File: config.mk
export PLATFORM = sky130hd
export DESIGN_NAME = baud_rate_generator
export DESIGN_NICKNAME = d
export VERILOG_FILES = /design/src/rtl/uart_pkg.sv /design/src/rtl/baud_rate_generator.sv
export SDC_FILE = /design/constraint.sdc
export NUM_CORES = 1
export LEC_CHECK = 0
export ABC_AREA = 1
export CAP_MARGIN = 25
export CORE_AREA = 3 3 40 42
export DETAILED_ROUTE_END_ITERATION = 10
export DIE_AREA = 0 0 43 45
export GPL_TIMING_DRIVEN = 0
export HOLD_SLACK_MARGIN = 0.15
export SYNTH_ARGS = -nofsm -noshare
export SYNTH_HDL_FRONTEND = slang
export SYNTH_SLANG_ARGS = --single-unit
File: constraint.sdc
create_clock -name clk -period 1.2 [get_ports clk]
set_input_delay 0.12 -clock clk [delete_from_list [all_inputs] [get_ports clk]]
set_output_delay 0.12 -clock clk [all_outputs]
set_load 0.1 [all_outputs]
File: src/rtl/uart_pkg.sv
// uart_pkg: shared UART timing constants and divider/increment constant functions.
`default_nettype none

package uart_pkg;

   localparam int unsigned OVERSAMPLE = 16;
   localparam int unsigned FRAC_ACC_W = 16;

   // Round-to-nearest integer divide giving clocks per 16x oversample tick.
   function automatic int unsigned calc_rx_div(input int unsigned clock_freq,
                                               input int unsigned baud);
      longint unsigned num;
      longint unsigned den;
      if (baud == 0) return 1;
      num = longint'(clock_freq) + longint'(baud) * (OVERSAMPLE / 2);
      den = longint'(baud) * OVERSAMPLE;
      return int'(num / den);
   endfunction

   // Rounded phase increment for a FRAC_ACC_W-bit accumulator at 16x baud.
   function automatic int unsigned calc_frac_inc(input int unsigned clock_freq,
                                                 input int unsigned baud);
      longint unsigned num;
      if (clock_freq == 0) return 1;
      num = longint'(baud) * OVERSAMPLE * (longint'(1) << FRAC_ACC_W);
      return int'((num + longint'(clock_freq) / 2) / longint'(clock_freq));
   endfunction

endpackage

`default_nettype wire

File: src/rtl/baud_rate_generator.sv
// ============================================================================
//  Module  : baud_rate_generator
//  Purpose : UART 16x oversample (rx) and 1x bit (tx) strobes from clk.
//            Define BAUD_FRAC_EN to use a fractional phase accumulator
//            instead of the integer divider.
//  Rev     : 1.0  initial release
// ============================================================================
`default_nettype none

module baud_rate_generator
   import uart_pkg::*;
#(
   parameter int unsigned CLOCK_FREQ = 50_000_000,
   parameter int unsigned BAUD_RATE  = 115200
) (
   input  logic clk,
   input  logic rst,
   output logic tx_baud_tick,
   output logic rx_baud_tick
);

   localparam int unsigned c_OS_W = $clog2(OVERSAMPLE);
   localparam logic [c_OS_W-1:0] c_OS_LAST = c_OS_W'(OVERSAMPLE - 1);

   generate
      if (BAUD_RATE == 0 ||
          longint'(CLOCK_FREQ) < longint'(OVERSAMPLE) * longint'(BAUD_RATE)) begin : g_bad_cfg
         $fatal(1, "baud_rate_generator: CLOCK_FREQ must be >= 16*BAUD_RATE and BAUD_RATE > 0");
      end
   endgenerate

   logic              w_rx_evt;
   logic [c_OS_W-1:0] r_os_cnt;

`ifdef BAUD_FRAC_EN
   localparam logic [FRAC_ACC_W:0] c_INC =
      (FRAC_ACC_W + 1)'(calc_frac_inc(CLOCK_FREQ, BAUD_RATE));

   logic [FRAC_ACC_W-1:0] r_acc;
   logic [FRAC_ACC_W:0]   w_sum;

   // The extra sum bit is the carry; it also covers INC == 2^16 (tick every clk).
   assign w_sum    = {1'b0, r_acc} + c_INC;
   assign w_rx_evt = w_sum[FRAC_ACC_W];

   always_ff @(posedge clk) begin
      if (!rst) begin
         r_acc <= '0;
      end else begin
         r_acc <= w_sum[FRAC_ACC_W-1:0];
      end
   end
`else
   localparam int unsigned c_RX_DIV = calc_rx_div(CLOCK_FREQ, BAUD_RATE);
   localparam int unsigned c_DIV_W  = (c_RX_DIV > 1) ? $clog2(c_RX_DIV) : 1;
   localparam logic [c_DIV_W-1:0] c_DIV_LAST = c_DIV_W'(c_RX_DIV - 1);

   logic [c_DIV_W-1:0] r_div_cnt;

   assign w_rx_evt = (r_div_cnt == c_DIV_LAST);

   always_ff @(posedge clk) begin
      if (!rst) begin
         r_div_cnt <= '0;
      end else if (w_rx_evt) begin
         r_div_cnt <= '0;
      end else begin
         r_div_cnt <= r_div_cnt + 1'b1;
      end
   end
`endif

   always_ff @(posedge clk) begin
      if (!rst) begin
         r_os_cnt     <= '0;
         rx_baud_tick <= 1'b0;
         tx_baud_tick <= 1'b0;
      end else begin
         rx_baud_tick <= w_rx_evt;
         tx_baud_tick <= w_rx_evt && (r_os_cnt == c_OS_LAST);
         if (w_rx_evt) begin
            r_os_cnt <= r_os_cnt + 1'b1;
         end
      end
   end

endmodule

`default_nettype wire

==> results.md <==
- Fin. Hold Viols: 0
- Drt pass-1 iters: 4
- Ys Warns: 0
- Top post-synthesis cells by area: dfxtp_1 (45%), nand2_1 (9.9%), ha_1 (7.7%)
- Nets@finish: 73
- Number of remaining DRC errors: 0
- Leading area contributor after synthesis: dfxtp_1
- Final-layout fill cell count: 136
- Min cycle time layout: 1.14 ns
- Vias in the first global route: 336
- Worst Tran Pin Value: 0.486 ns
- Pin count of the biggest net entering global routing: 7
- Outcome: finished clean
- Switch share: 0.225
- Total power: 0.671 mW
- Rows: 13
- Initial core utilization: 0.382
- # setup viols final: 0
- Kind of critical path: reg -> reg
- Most common cell in the netlist: nand2_1
- Comb pwr share: 0.056
- Worst vdd ir: 0.438 mV
- Clock skew: 0.00174 ns
- Max-slew headroom: 0.678
- GRT Util Overall: 0.0903
- Fraction of registers with async set/reset: 0
- Iteration-0 DRC Markers: 5
- Worst r2r path cells: 4
- IO buf count: 3
- Worst EP arrival: 1.35 ns
- Root Driver: clkbuf_4
- Syn nets: 64
- Hold Path Class: reg -> reg
- Critical path capture point: r_div_cnt[2]$_SDFF_PP0_
- Fin cells: 82
- Reg power frac: 0.567
- Max Cap Viol: 0
- RSZ-0062 raised after global routing: no
- Critical path startpoint category: flip-flop
- Routability Congestion: 0.757
- CTS H-tree depth: 1
- Crit. End Element: flip-flop
- Crit path required time: 1.41 ns
- # diodes: 0
- DIE HEIGHT: 45 um
- Leakage power: 0.286 nW
- Net Switching: 0.151 mW
- Reg clk slew, reported paths: 0.07 ns
- Routed len/inst: 9.21 um
- P per Cell Area: 1180 mW/mm2
- First-pass GRT wire length: 1240 um
- Ratio of cells with drive above 1 in the final layout: 0.284
- Mean Syn Cell Area: 8.31 um2
- Initial antenna violation count: 0
- Worst R2R Start: r_div_cnt[0]$_SDFF_PP0_
- Commonest cells in the synthesized netlist: nand2_1 (13), dfxtp_1 (11), inv_1 (6)
- Core ar.: 0.00128 mm2
- Util after Layout: 0.443
- Worst Hold Slack: 0.415 ns
- Clk buf depth: 2
- Primary FF master, synth: dfxtp_1
- Clock power frac: 0.377
- Internal power: 0.520 mW
- Die width: 43 um
- Flop-to-flop setup slack: 0.06 ns
- Vias per cell: 4.39
- Full die area: 0.00194 mm2
- Antenna Violating Nets Remaining: 0
- Via Count: 360
- Post-synth EDFFs: 0
- Gr ovfl total: 0
- CTS buffer count: 3
- #FFs+latches synth: 11
- P&R area growth vs syn: 16.1%
- Reg2reg end: r_div_cnt[2]$_SDFF_PP0_
- Setup TNS: 0 ns
- Overall routed net length: 755 um
- Area share of the largest cell type after synthesis: 0.449
- Placed Instances: 77
- Clock sink total: 11
- Worst-path maximum fanout: 3
- Cell Area, Synth: 490 um2
- I/O Pins: 4
- Maximum clock rate: 875 MHz
- Clk_lat worst skew: 0.27 ns
- CTS tree: built
- DP HPWL: 520 um
- Period utilisation layout: 0.953
- Sequential share of the synthesized area: 0.449
- Synth cell types: 18
- Max Transition Viols Final: 0
- Post-synthesis cell count: 59
- Worst Setup SP: r_div_cnt[0]$_SDFF_PP0_
timing repair:
action / CTS / global route
setup endpoints to repair: 2 / 5
resized for setup: 10 / 2
hold buffers: 0 / 0
pin swaps: 0 / 2
buffers inserted: 0 / 1
cell usage in the layout (no fill, tap or decap), types with 2 or more instances in the layout:
master,Yosys,routed
a21oi_1,3,3
buf_2,0,2
clkbuf_4,0,3
dfxtp_1,11,10
ha_1,3,3
inv_1,6,6
nand2_1,13,13
nand2_2,4,4
nand3_1,3,3
nor2_1,5,5
area by class of cell:
class                           count  area [um2]  share of cell area
Multi-Input combinational cell     40         244               0.429
Tap cell                           15        18.8              0.0330
Clock buffer                        4        26.3              0.0462
Inverter                            8        31.3              0.0549
Timing Repair Buffer                4        27.5              0.0484
Sequential cell                    11         221               0.389
critical path, cell delays in order, from the launching register on:
cell and delay [ns]:
dfxtp_2 0.33, buf_4 0.13, ha_1 0.21, or2_2 0.30
a21oi_1 0.11
worst min path at each step:
| stage | startpoint | end | slack, ns | cells past startpoint |
|---|---|---|---|---|
| 2_1_floorplan | rst | rx_baud_tick$_SDFF_PN0_ | 0.23 | 2 |
| 3_3_place_gp | r_div_cnt[0]$_SDFF_PP0_ | r_div_cnt[0]$_SDFF_PP0_ | 0.45 | 1 |
| 3_5_place_dp | r_div_cnt[0]$_SDFF_PP0_ | r_div_cnt[0]$_SDFF_PP0_ | 0.45 | 1 |
| 4_1_cts | r_os_cnt[3]$_SDFFE_PN0N_ | tx_baud_tick$_SDFF_PN0_ | 0.46 | 2 |
| 5_1_grt | r_div_cnt[0]$_SDFF_PP0_ | r_div_cnt[0]$_SDFF_PP0_ | 0.44 | 1 |
| 6_report | r_div_cnt[0]$_SDFF_PP0_ | r_div_cnt[0]$_SDFF_PP0_ | 0.42 | 1 |
per-stage QoR:
stage	instance area [um2]	setup WS, ns
final	569	0.0570
after global routing	569	0.0127
after CTS	556	0.0347
after detailed placement	539	-0.326
after global placement	539	-0.327
after floorplan	490	0.126
per-layer routing:
layer | vias to the layer above | GRT usage | part of all wire
li1 | 199 | - | -
met1 | 152 | 0.0976 | 0.51
met2 | 5 | 0.141 | 0.43
met3 | 4 | 0.0239 | 0.036
met4 | 0 | 0.0904 | 0.026
met5 | - | 0 | 0
cells by family (layout without fill, tap and decap cells):
kind of cell / count (synthesis) / count (layout) / share of synthesized area
AOI/OAI and AO/OA: 5 / 5 / 0.0587
xor gates and xnor gates: 1 / 1 / 0.0179
adders and majority gates: 3 / 3 / 0.0765
buffers and inverters: 8 / 16 / 0.0638
DFF: 11 / 11 / 0.449
and+or+nand+nor: 31 / 31 / 0.334
state kept, by name, indices dropped and copies added (netlist names):
name / cells
r_os_cnt: 4
rx_baud_tick: 1
tx_baud_tick: 1
r_div_cnt: 5
power groups by stage:
stage          Clock [mW]  Sequential [mW]  Combinational (mW)
2_1_floorplan           0            0.387              0.0217
3_3_place_gp            0            0.388              0.0313
3_5_place_dp            0            0.389              0.0316
4_1_cts             0.262            0.380              0.0319
5_1_grt             0.273            0.381              0.0421
6_report            0.253            0.380              0.0375
Note: power is estimated with default switching activity, not from simulation.
